## src/rtl/spi_fsm_if.sv

```systemverilog
// spi_fsm_if: handshake bundle between the SPI front end and the transaction
// sequencer.
//   cs, sclk_edge, rw_bit            : conditioned SPI inputs to the sequencer
//   addr_we, dm_we, sr_we, miso_buff : enables driven by the sequencer
// master drives the SPI inputs; slave is the sequencer side.
interface spi_fsm_if;
  logic cs;
  logic sclk_edge;
  logic rw_bit;
  logic addr_we;
  logic dm_we;
  logic sr_we;
  logic miso_buff;

  modport master (
    output cs, sclk_edge, rw_bit,
    input  addr_we, dm_we, sr_we, miso_buff
  );

  modport slave (
    input  cs, sclk_edge, rw_bit,
    output addr_we, dm_we, sr_we, miso_buff
  );
endinterface

```

## src/rtl/spi_fsm.sv

```systemverilog
// spi_fsm: transaction sequencer for the SPI memory path. Frames each
// chip-select assertion as an address/command phase of WIDTH sclk edges
// followed by a data phase of WIDTH edges, and drives the address latch,
// data-memory write, shift-register load and MISO drive enables.
// Ports:
//   clk   : system clock
//   reset : asynchronous, active-high; forces IDLE
//   bus   : spi_fsm_if.slave (cs, sclk_edge, rw_bit in;
//           addr_we, dm_we, sr_we, miso_buff out)
//
// state      | meaning
// -----------+---------------------------------------------------
// IDLE       | waiting for cs low
// ADDR       | counting WIDTH address/command edges
// GOT        | address latched (addr_we); rw_bit decides direction
// READ_WAIT  | one cycle of data-memory read latency
// READ_LOAD  | parallel-load shift register (sr_we)
// READ_SHIFT | drive MISO (miso_buff) for WIDTH edges
// WR_DATA    | counting WIDTH write-data edges
// WR_COMMIT  | write data memory (dm_we)
// DONE       | transaction finished, waiting for cs high
module spi_fsm #(
  parameter int WIDTH = 8
) (
  input  logic      clk,
  input  logic      reset,
  spi_fsm_if.slave  bus
);

  localparam int            CW   = $clog2(WIDTH) + 1;
  localparam logic [CW-1:0] LAST = CW'(WIDTH - 1);

  localparam logic [3:0] IDLE       = 4'd0;
  localparam logic [3:0] ADDR       = 4'd1;
  localparam logic [3:0] GOT        = 4'd2;
  localparam logic [3:0] READ_WAIT  = 4'd3;
  localparam logic [3:0] READ_LOAD  = 4'd4;
  localparam logic [3:0] READ_SHIFT = 4'd5;
  localparam logic [3:0] WR_DATA    = 4'd6;
  localparam logic [3:0] WR_COMMIT  = 4'd7;
  localparam logic [3:0] DONE       = 4'd8;

  logic [3:0]    state;
  logic [3:0]    state_next;
  logic [CW-1:0] cnt;
  logic          counting;
  logic          last_edge;

  assign counting  = (state == ADDR) || (state == WR_DATA) || (state == READ_SHIFT);
  assign last_edge = counting && bus.sclk_edge && (cnt == LAST);

  always_comb begin
    state_next = state;
    if (bus.cs) begin
      // abort outranks every other transition
      state_next = IDLE;
    end else begin
      case (state)
        IDLE:       state_next = ADDR;
        ADDR:       if (last_edge) state_next = GOT;
        GOT:        state_next = bus.rw_bit ? READ_WAIT : WR_DATA;
        READ_WAIT:  state_next = READ_LOAD;
        READ_LOAD:  state_next = READ_SHIFT;
        READ_SHIFT: if (last_edge) state_next = DONE;
        WR_DATA:    if (last_edge) state_next = WR_COMMIT;
        WR_COMMIT:  state_next = DONE;
        DONE:       state_next = DONE;
        default:    state_next = IDLE;
      endcase
    end
  end

  // cnt clears on any state change, which covers entry into each counting
  // state and keeps it from ever reaching WIDTH on the terminal edge.
  always_ff @(posedge clk or posedge reset) begin
    if (reset) begin
      state <= IDLE;
      cnt   <= '0;
    end else begin
      state <= state_next;
      if (state_next != state) begin
        cnt <= '0;
      end else if (counting && bus.sclk_edge) begin
        cnt <= cnt + CW'(1);
      end
    end
  end

  // Moore decode: async reset of state clears these without a clock
  assign bus.addr_we   = (state == GOT);
  assign bus.dm_we     = (state == WR_COMMIT);
  assign bus.sr_we     = (state == READ_LOAD);
  assign bus.miso_buff = (state == READ_SHIFT);

endmodule
```

## src/flat_wrapper.sv

```systemverilog
// flat-port wrapper written by rule: the top's interface ports become plain ports
module spi_fsm_flat 
#(
  parameter int WIDTH = 8
)
  (clk, reset, bus_cs, bus_sclk_edge, bus_rw_bit, bus_addr_we, bus_dm_we, bus_sr_we, bus_miso_buff);
  spi_fsm_if bus_i ();
  input  logic clk;
  input  logic reset;
  input wire logic [$bits(bus_i.cs)-1:0] bus_cs;
  input wire logic [$bits(bus_i.sclk_edge)-1:0] bus_sclk_edge;
  input wire logic [$bits(bus_i.rw_bit)-1:0] bus_rw_bit;
  output wire logic [$bits(bus_i.addr_we)-1:0] bus_addr_we;
  output wire logic [$bits(bus_i.dm_we)-1:0] bus_dm_we;
  output wire logic [$bits(bus_i.sr_we)-1:0] bus_sr_we;
  output wire logic [$bits(bus_i.miso_buff)-1:0] bus_miso_buff;
  assign bus_i.cs = bus_cs;
  assign bus_i.sclk_edge = bus_sclk_edge;
  assign bus_i.rw_bit = bus_rw_bit;
  assign bus_addr_we = bus_i.addr_we;
  assign bus_dm_we = bus_i.dm_we;
  assign bus_sr_we = bus_i.sr_we;
  assign bus_miso_buff = bus_i.miso_buff;
  spi_fsm #(.WIDTH(WIDTH)) u_core (.clk(clk), .reset(reset), .bus(bus_i));
endmodule
```

## config.mk

```make
export PLATFORM = sky130hd
export DESIGN_NAME = spi_fsm_flat
export DESIGN_NICKNAME = d
export VERILOG_FILES = /design/src/rtl/spi_fsm_if.sv /design/src/rtl/spi_fsm.sv /design/src/flat_wrapper.sv
export SDC_FILE = /design/constraint.sdc
export NUM_CORES = 1
export LEC_CHECK = 0
export CAP_MARGIN = 20
export CORE_AREA = 3 3 47 49
export DETAILED_ROUTE_END_ITERATION = 16
export DIE_AREA = 0 0 50 52
export PLACE_DENSITY = 0.59
export SYNTH_ARGS = -nofsm -noshare
export SYNTH_HDL_FRONTEND = slang
export SYNTH_SLANG_ARGS = --single-unit
```

## constraint.sdc

```tcl
create_clock -name clk -period 2 [get_ports clk]
set_input_delay 0.3 -clock clk [delete_from_list [all_inputs] [get_ports clk]]
set_output_delay 0.3 -clock clk [all_outputs]
set_load 0.1 [all_outputs]
```

Word-level counts from Yosys, hierarchy flattened:

Index checks and enable logic that the tools add are counted.

* bits in registers: 8
* input port bits: 5
* logic and storage cells: 28

* $add $sub $neg: 1
* eq/ne operators: 10
* muxes and demuxes: 8
* reductions and logical operators: 7

Operators by type and width (number)
* $pmux 4 s8: 1
* $mux 4: 6
* $eq 4x3->1 const B: 5
* $eq 4x2->1 const B: 2
* $add 4x1->4 const B: 1
* $eq 4x1->1 const B: 1
* $eq 4x4->1 const B: 1
* $logic_not 4->1: 1
* $ne 4x4->1: 1
* $mux 3: 1
* $logic_and 1x1->1: 2
* $logic_or 1x1->1: 2
* $reduce_bool 2->1: 1
* $reduce_or 2->1: 1

Depth between registers and ports, before layout:

Gate-level depths: netlist of the first run.

* word-level depth: 10
* gate-level depth with buffers: 6

Worst setup path before layout of the first run:

Ideal clock, no wire load.

* path kind: reg-to-output
* start: register u_core.state[1]
* end: output bus_sr_we
* arrival: 3598 ps
* required time: 1700 ps
* slack: -1898 ps
* cell stages (with the launch flop): 4
* path through: dfrtp_1 buf_2 buf_4 nor4_1

* cells in the longest elaborated chain, start to end: 1

RTL lines
* start, declared: RTL line spi_fsm.sv:43 `logic [3:0] state;`
* start signal, assigned: RTL line spi_fsm.sv:80 `state <= state_next;`
* $eq 4x3->1: RTL line spi_fsm.sv:92 `assign bus.sr_we = (state == READ_LOAD);`
* end, declared: RTL line flat_wrapper.sv:15 `output wire logic [$bits(bus_i.sr_we)-1:0] bus_sr_we;`

Every way passes these cells.

Worst setup path after layout of the first run:

* start: register u_core.state[1]
* end: output bus_miso_buff

* cells in the longest elaborated chain, start to end: 1

RTL lines
* $eq 4x3->1: RTL line spi_fsm.sv:93 `assign bus.miso_buff = (state == READ_SHIFT);`
* end, declared: RTL line flat_wrapper.sv:16 `output wire logic [$bits(bus_i.miso_buff)-1:0] bus_miso_buff;`

Every way passes these cells.

==> reports/metrics.yaml, run 1 <==
vdd_ir_drop_max_mv: 0.266
wirelength_mm: 1.56
hp-class: "primary input to asynchronous set/reset pin"
drc: 0
fin_area_sq_um: 940
fin_skew_ps: 4.32
start_util: 0.372
ys_ff_latch: 8
syn-num-nets: 84
worstPathMaxFanout: 13
area_growth_pct: 32.7
clk_pin_slew_ps: 50
hold_viol: 0
vias: 658
final_nets: 99
whs_ps: 289
timing.final.crit_share: 0.930
grt_pass1_wl_mm: 2.67
synth_edf_count: 0
rows: 16
cp_data_required_time_ps: 1700
cts_buffers: 3
post-synth-top-count-cell: "dfrtp_1"
portBuffers: 8
crit_type: "flip-flop to output pin"
drt_pre_antenna_iters: 5
ant_nets: 0
drive_gt1_frac: 0.341
synth_common_cells: "dfrtp_1, nor3_1, nor2_1, a21oi_1"
instances_no_fill: 118
clk_latency_ps: 250
dpl.hpwl_mm: 1.24
overflow: 0
yosysSeqAreaShare: 0.283
drv_slew: 0
setup_viol: 0
synth.distinct_cells: 41
postCtsSetupBuffers: 0
clock_sinks: 8
fp.dieW_microns: 50
synth_ff_type: "dfrtp_1"
tightest_slew_ps: 426
p_per_area_nw_per_um2: 396
yosys_warnings: 0
avgSynthCellArea_sq_um: 9.08
synth_area_sq_um: 708
endpoint_kind: "output pin"
die-area_sq_um: 2600
htreeDepth: 1
drt-wirelength-per-cell_microns: 13.2
via_per_inst: 5.58
synth.top_cell.area_share: 0.283
cts_root_buf: "clkbuf_4"
period_needed_ps: 1860
netlist.top_cell.by_area: "dfrtp_1"
relSlewSlack: 0.716
max_freq_mhz: 538
synthArstFlopShare: 1.00
cts_tree: "done"
antenna_found_initial: 0
crit_start: "u_core.state[1]"
cts_resized: 0
syn_inst: 78
reg2reg_from: "u_core.cnt[0]"
antenna_cells: 0
power.leakage_nw: 0.373
placed_cell_area_sq_um: 916
cap_violations: 0
core_area_sq_um: 1900
gp_congestion: 0.896
ios: 9
grt_pass1_vias: 585
drtIter0Drc: 46
fillCellCount: 166
arrival_ps: 1560
status: "finished clean"
cts_hold_buffers: 0
die_y_microns: 52
crit_path_start_kind: "flip-flop"
synthTopCellsByArea: "dfrtp_1, nor3_1, xnor2_1, a211oi_2, a21oi_1"
placed_cells_incl_taps: 115
grt_use_total: 0.136
grt_max_degree: 14
clockBufferDepth: 2
grt_setup_unrepaired: "no"
-- routing by layer --
metal  GRT usage  wire (microns)  vias to the layer above
met1       0.178             716                      308
li1            -               -                      322
met4      0.0829               8                        0
met5           0               0                        -
met3      0.0172              78                        2
met2       0.213             756                       26
-- stage by stage --
step / setup TNS, ps / setup slack (ps) / utilization / total power [mW]
CTS: 0 / 67.7 / 0.493 / 0.380
global route: 0 / 52.9 / 0.494 / 0.397
global placement: 0 / 99.4 / 0.482 / 0.254
finish: 0 / 140 / 0.494 / 0.372
floorplan: -84.3 / -84.3 / - / 0.231
detailed placement: -2.06 / -2.06 / 0.482 / 0.258
-- flip-flops by register name (all words and copies together), names as in the netlist --
signal and cells:
u_core.cnt 4, u_core.state 4
-- cell families after synthesis --
group	Yosys count	share of synthesized area
compound gates	23	0.281
xor+xnor	3	0.0371
fa+ha+maj	1	0.0177
buf+inv	10	0.0830
flops	8	0.283
mux	1	0.0141
simple gates	32	0.284
-- final cells by class --
class | instances | area, sq um | share of cell area
Multi-Input combinational cell | 60 | 487 | 0.518
Timing Repair Buffer | 16 | 180 | 0.192
Tap cell | 27 | 33.8 | 0.0360
Sequential cell | 8 | 201 | 0.214
Clock buffer | 3 | 22.5 | 0.0240
Inverter | 4 | 15.0 | 0.0160
-- power by group --
group	internal, mW	switching [mW]	total [mW]
clock network	0.0682	0.0475	0.116
logic	0.0360	0.0406	0.0765
registers	0.170	0.00990	0.180
total	0.274	0.0979	0.372
-- cell usage in the layout (no fill, tap or decap), drive strengths merged, types with 2 or more instances in the layout --
cell type       n
a211oi          2
a21oi           6
a311oi          2
buf            12
clkbuf          3
clkdlybuf4s50   4
dfrtp           8
inv             4
nand2           2
nand2b          3
nor2            6
nor2b           3
nor3            7
nor3b           2
nor4            2
o21ai           3
o32ai           2
or3b            2
xnor2           3
-- worst max-delay path, stage by stage, from the launching register on --
cell and delay [ps]:
dfrtp_2 480, buf_4 190, nand2b_1 250, nor3_4 190, buf_12 200
-- worst paths after layout --
path,endpoint,slack [ps],cells past startpoint
setup / recovery,bus_miso_buff,140,4
hold / removal,u_core.cnt[0],290,2
setup reg to reg,u_core.cnt[1],250,6
hold reg to reg,u_core.cnt[3],560,2
max in group asynchronous,u_core.state[1],1460,2
min in group clk,u_core.cnt[3],560,2
Power figures use the tool's default switching activity.
==> run 2, diff against run 1 <==
--- a/config.mk
+++ b/config.mk
@@ -7,9 +7,11 @@
 export LEC_CHECK = 0
 export CAP_MARGIN = 20
 export CORE_AREA = 3 3 47 49
+export CTS_CLUSTER_DIAMETER = 30
 export DETAILED_ROUTE_END_ITERATION = 16
 export DIE_AREA = 0 0 50 52
 export PLACE_DENSITY = 0.59
+export SKIP_LAST_GASP = 1
 export SYNTH_ARGS = -nofsm -noshare
 export SYNTH_HDL_FRONTEND = slang
 export SYNTH_SLANG_ARGS = --single-unit
==> results of run 2 <==
No change in the layout: final DEF, timing and power equal those of run 1.
==> run 3, diff against run 2 <==
--- a/config.mk
+++ b/config.mk
@@ -10,6 +10,7 @@
 export CTS_CLUSTER_DIAMETER = 30
 export DETAILED_ROUTE_END_ITERATION = 16
 export DIE_AREA = 0 0 50 52
+export MAX_ROUTING_LAYER = met4
 export PLACE_DENSITY = 0.59
 export SKIP_LAST_GASP = 1
 export SYNTH_ARGS = -nofsm -noshare
==> run 3 against run 2 <==
Effect of this change: clock-buffer cell count did not move; hold slack got worse by 0.52 ps; cell count did not move; wire length rose by 1.2%; largest power group unchanged.
==> reports/metrics.yaml, run 3 (synthesis gave the netlist of run 1 again) <==
cts_buffers: 3
status: "finished clean"
gp_congestion: 0.911
grt_pass1_vias: 585
die_y_microns: 52
area_growth_pct: 32.7
ios: 9
vdd_ir_drop_max_mv: 0.266
mostFrequentLayoutCell: "buf_4"
drt_pre_antenna_iters: 4
tightest_slew_ps: 432
vias: 663
placed_cell_area_sq_um: 916
timing.final.crit_share: 0.929
cap_violations: 0
max_freq_mhz: 538
grt_use_total: 0.140
clk_pin_slew_ps: 50
drtIter0Drc: 45
arrival_ps: 1560
setup_viol: 0
instances_no_fill: 118
worstPathMaxFanout: 13
crit_type: "flip-flop to output pin"
p_per_area_nw_per_um2: 396
finalPower_mw: 0.372
cts_tree: "done"
whs_ps: 289
top_regs: "u_core.cnt: 4 flops, u_core.state: 4 flops"
power.leakage_nw: 0.373
drv_slew: 0
drt-wirelength-per-cell_microns: 13.4
rows: 16
ant_nets: 0
clock_sinks: 8
fin_skew_ps: 4.30
start_util: 0.372
htreeDepth: 1
grt_pass1_wl_mm: 2.67
ff2ff_setup_slack_ps: 240
grt_setup_unrepaired: "no"
fp.dieW_microns: 50
period_needed_ps: 1860
antenna_found_initial: 0
cts_root_buf: "clkbuf_4"
crit_path_start_kind: "flip-flop"
hold_viol: 0
endpoint_kind: "output pin"
antenna_cells: 0
cp_data_required_time_ps: 1700
relSlewSlack: 0.712
core_area_sq_um: 1900
placed_cells_incl_taps: 115
portBuffers: 8
post-route-util: 0.494
final_nets: 99
drive_gt1_frac: 0.341
overflow: 0
drc: 0
wirelength_mm: 1.58
clockBufferDepth: 2
clk_latency_ps: 250
hp-class: "primary input to asynchronous set/reset pin"
die-area_sq_um: 2600
final_cell_mix: "buf_4, dfrtp_1, nor2_1, nor3_1, a21oi_1"
fin_area_sq_um: 940
dpl.hpwl_mm: 1.24
via_per_inst: 5.62
grt_max_degree: 14
## run 3: cell counts in the layout (fill, tap and decap cells not counted)
No cell type changed its count.
## run 3: layout make-up
cell class                      count  area (sq um)
Clock buffer                        3          22.5
Fill cell                         166           962
Inverter                            4          15.0
Multi-Input combinational cell     60           487
Sequential cell                     8           201
Tap cell                           27          33.8
Timing Repair Buffer               16           180
## run 3: per-stage QoR
stage | setup TNS (ps) | worst slack [ps]
after floorplan | -84.3 | -84.3
after global placement | 0 | 99.4
after detailed placement | -2.06 | -2.06
after CTS | 0 | 67.7
after global routing | 0 | 52.9
final | 0 | 142
## run 3: per-layer routing
metal / routed length (microns) / GRT usage / up-vias / part of all wire
met5: 0 / - / - / 0
met4: 8 / 0.0829 / 0 / 0.0051
met3: 82 / 0.0172 / 2 / 0.052
met2: 757 / 0.213 / 25 / 0.48
met1: 731 / 0.178 / 316 / 0.46
li1: - / - / 320 / -
## run 3: final timing paths
check                           startpoint              end  depth (start not counted)
max                        u_core.state[1]    bus_miso_buff                          4
min                                  reset    u_core.cnt[0]                          2
max reg2reg                  u_core.cnt[0]    u_core.cnt[1]                          6
min reg2reg                  u_core.cnt[3]    u_core.cnt[3]                          2
max in group asynchronous            reset  u_core.state[1]                          2
min in group clk             u_core.cnt[3]    u_core.cnt[3]                          2
## run 3: power by group
part	switching (mW)	internal, mW
clock	0.0475	0.0682
combinational	0.0409	0.0360
sequential	0.0100	0.170
## run 3: repair_timing
| action | CTS | global route |
|---|---|---|
| endpoints found under the setup margin | 0 | 1 |
| hold buffers | 0 | 0 |
| buffers inserted | 0 | 0 |
| endpoints found under the hold margin | 0 | 0 |
| gates resized for setup | 0 | 1 |
## run 3: worst max-delay path, cell delays in order, from the launching register on
cell	delay [ps]
dfrtp_2	480
buf_4	190
nand2b_1	250
nor3_4	190
buf_12	200
==> edit 1: new RTL, flow settings as in run 1 <==
Make the reset (`reset`) synchronous in one clocked block. Comments in the files are not updated.
--- a/src/rtl/spi_fsm.sv
+++ b/src/rtl/spi_fsm.sv
@@ -72,7 +72,7 @@
 
   // cnt clears on any state change, which covers entry into each counting
   // state and keeps it from ever reaching WIDTH on the terminal edge.
-  always_ff @(posedge clk or posedge reset) begin
+  always_ff @(posedge clk) begin
     if (reset) begin
       state <= IDLE;
       cnt   <= '0;
Function: differs if reset is asserted again (counterexample within 10 cycles, from zero or initial values and one cycle with reset high); with reset held inactive, the same outputs for 10 cycles.
==> edit 1 against run 1 <==
Sequential cell count unchanged; power fell by 12%; sequential share of layout area down 1.8 points; final area down 13%; synthesized area decreased by 8.5%; wire length shrank 19%; global-route usage is 2.8 points lower; combinational power is 40% lower; count of clock-buffer cells in the layout unchanged; setup slack got worse by 0.038 ns; critical path type unchanged; highest routed layer unchanged.
==> edit 1: results <==
outcome:
  status: "completed"
layout:
  multi_input_area_um2: 455.4
  nets: 85
  n_fill_cell: 186
global_routing:
  grt_util_met1_pct: 14.16
  grt_start_max_net_pins: 17
  grt_use_total_pct: 10.81
  grt_pass1_vias: 477
  grt_pass1_wl_mm: 2.159
  use_met2_pct: 16.30
  grt_util_met3_pct: 4.298
place:
  place_congestion: 0.7941
  hpwl_um: 970.3
  pre_cts_ws_ns: 0.1039
  placed_cell_area_um2: 792.0
  dp_cells: 101
route:
  wl_per_cell_um: 12.18
  drt_iter0_drc: 4
  met2_length_um: 615
  met3_length_um: 65
  drt-pass1-iter-count: 4
  finalWirelength_mm: 1.267
  via_per_inst: 5.154
  m1WireLength_um: 577
power_and_ir_drop:
  p_sw_share_pct: 22.81
  irDropWorstVdd_mv: 0.3368
  p_leak_nw: 0.3097
sta:
  tightestPinTransition_ns: 0.5735
  fin_skew_ns: 0.0008879
  finalCriticalPeriod_ns: 1.898
cts:
  cts_root_buf: "clkbuf_4"
  h-tree-depth: 1
synthesis:
  ys_seq_area_share_pct: 24.71
  synthArstFlopShare_pct: 0
  synth.distinct_cells: 34
  postSynthNetCount: 75
  synthTopCellsByArea: "dfxtp_1 25%, nor3_2 6.2%, nand2b_1 5.8%, a2111oi_4 4.2%, o311ai_4 4.1%"
critical_path:
  setup.worst_path.start: "u_core.state[0]"
  worst_ep_arrival_time_ns: 1.60
min_path:
  hold_class: "flip-flop to flip-flop"
## edit 1: cell count changes in the layout (fill, tap and decap cells not counted), sizes merged, moves of 2 or more
cell,run 1,this run
nor2,6,4
or3b,2,0
o32ai,2,0
nand2b,3,6
buf,12,6
inv,4,2
dfxtp,0,8
a21oi,6,4
nor3b,2,0
o22ai,0,2
dfrtp,8,0
## edit 1: power by group through the flow
stage | Combinational (mW) | Sequential (mW) | Clock [mW]
3_3_place_gp | 0.0451 | 0.170 | 0
3_5_place_dp | 0.0459 | 0.170 | 0
2_1_floorplan | 0.0358 | 0.166 | 0
6_report | 0.0458 | 0.167 | 0.116
5_1_grt | 0.0496 | 0.167 | 0.133
4_1_cts | 0.0461 | 0.167 | 0.123
## edit 1: layout make-up
cell class | instances | share of cell area, %
Tap cell | 27 | 4.147
Sequential cell | 8 | 19.66
Timing Repair Buffer | 10 | 16.59
Multi-Input combinational cell | 54 | 55.91
Inverter | 2 | 0.9217
Clock buffer | 3 | 2.765
## edit 1: path summary, 6_finish.rpt
| kind | end | slack [ns] | depth (start not counted) |
|---|---|---|---|
| hold reg to reg | u_core.cnt[1] | 0.56 | 2 |
| setup reg to reg | u_core.cnt[0] | 0.20 | 4 |
| setup / recovery | bus_miso_buff | 0.10 | 3 |
| hold / removal | u_core.cnt[1] | 0.56 | 2 |
## edit 1: cells by family after synthesis
kind of cell               synth area share [%]
and+or+nand+nor                           30.69
AOI/OAI and AO/OA                         29.73
DFF                                       24.71
buffers and inverters                     7.337
xor gates and xnor gates                  4.055
muxes                                     1.544
adders and majority gates                 1.930
## edit 1: worst max-delay path: stages (launching register included)
cell      delay [ns]
dfxtp_1         0.68
nand2b_1        0.28
nor2_2          0.20
buf_12          0.19
==> edit 2: new RTL, settings of run 1 <==
Without the edit above. `WIDTH` is set to 8 in 2 places; all go to 4.
--- a/src/rtl/spi_fsm.sv
+++ b/src/rtl/spi_fsm.sv
@@ -20,7 +20,7 @@
 // WR_COMMIT  | write data memory (dm_we)
 // DONE       | transaction finished, waiting for cs high
 module spi_fsm #(
-  parameter int WIDTH = 8
+  parameter int WIDTH = 4
 ) (
   input  logic      clk,
   input  logic      reset,
--- a/src/flat_wrapper.sv
+++ b/src/flat_wrapper.sv
@@ -1,7 +1,7 @@
 // flat-port wrapper written by rule: the top's interface ports become plain ports
 module spi_fsm_flat 
 #(
-  parameter int WIDTH = 8
+  parameter int WIDTH = 4
 )
   (clk, reset, bus_cs, bus_sclk_edge, bus_rw_bit, bus_addr_we, bus_dm_we, bus_sr_we, bus_miso_buff);
   spi_fsm_if bus_i ();
Behaviour: not the same (Yosys sat finds a counterexample within 10 cycles, from zero or initial values and one cycle with reset high).
==> edit 2 against run 1 <==
Power down 5.4%; clock skew up 0.0011 ns; wire length down 26%; combinational power down 11%; synthesized area down 20%; count of clock-buffer cells in the layout unchanged; via count down 22%; core utilization down 10 points; sequential cell count down 1; setup slack better by 0.0089 ns; largest power group unchanged; final area down 21%; non-clock buffer count down 7; critical path depth up 2.
==> edit 2: results <==
outcome:
  status: "completed"
global_routing:
  grt_use_total_pct: 10.57
  grt_pass1_vias: 491
  grt_pass1_wl_mm: 2.097
cts:
  numCtsBuffers: 3
layout:
  reg.largest.list: "u_core.state: 4 flops, u_core.cnt: 3 flops"
  n_fill_cell: 191
  drive_gt1_share_pct: 23.61
  nets: 80
synthesis:
  synth.distinct_cells: 31
  avgSynthCellArea_um2: 8.701
  ys_seq_area_share_pct: 30.97
  postSynthNetCount: 72
  synth_top_area_share_pct: 30.97
  synthTopCellsByArea: "dfrtp_1 31%, nor2_1 5.3%, ha_1 4.4%, nand2b_1 4.4%, nor3_1 4.4%"
  synth_common_cells: "8 x nor2_1, 7 x dfrtp_1, 5 x nor3_1"
power_and_ir_drop:
  switchingPower_mw: 0.09706
  clk-power_mw: 0.123
  irDropWorstVdd_mv: 0.3423
  p_leak_nw: 0.2893
  combPwrFrac_pct: 19.4
place:
  dp_cells: 95
  place_congestion: 0.7623
  hpwl_um: 895.8
route:
  via_per_inst: 5.212
  via_count: 516
  drt-pass1-iter-count: 4
  drt_iter0_drc: 13
critical_path:
  reg2reg_setup_slack_ns: 0.15
  setup.worst_path.start: "u_core.cnt[0]"
  slowest_stage: "dfrtp_1"
  worst_ep_arrival_time_ns: 2.00
  slowest_delay_ns: 0.40
  cp_top_family: "compound AO/OA/AOI/OAI gates"
  cp_max_fo: 4
  setup.worst_path.end: "u_core.cnt[1]"
sta:
  maxSlewHeadroom_pct: 60.90
  min_period_over_period_pct: 92.54
  fin_hold_ws_ns: 0.2855
  fin_skew_ns: 0.005386
edit 2: cell count changes after synthesis, sizes merged, moves of 2 or more:
cell and delta:
nor2 +2, nor3 -2, a311oi -2, xnor2 -2, or3b -2, o21ai -2
nor3b -2, nor4b +2
edit 2: kinds of logic after synthesis:
kind of cell | after synthesis | share of synthesized area, %
fa+ha+maj | 2 | 4.424
flops | 7 | 30.97
simple gates | 28 | 27.65
xor+xnor | 1 | 1.549
compound gates | 18 | 25.88
buf+inv | 9 | 9.513
edit 2: routing by layer:
layer	GRT usage [%]	wire length (um)	vias up
met5	0	0	-
met4	6.912	10	0
met3	1.719	56	2
met2	16.09	525	18
met1	13.71	569	242
li1	-	-	254
edit 2: layout make-up:
class	instances	area (um^2)	share of cell area, %
Multi-Input combinational cell	49	365.4	49.32
Timing Repair Buffer	9	127.6	17.23
Inverter	3	11.26	1.520
Clock buffer	3	22.52	3.041
Tap cell	27	33.78	4.561
Clock inverter	1	5.005	0.6757
Sequential cell	7	175.2	23.65
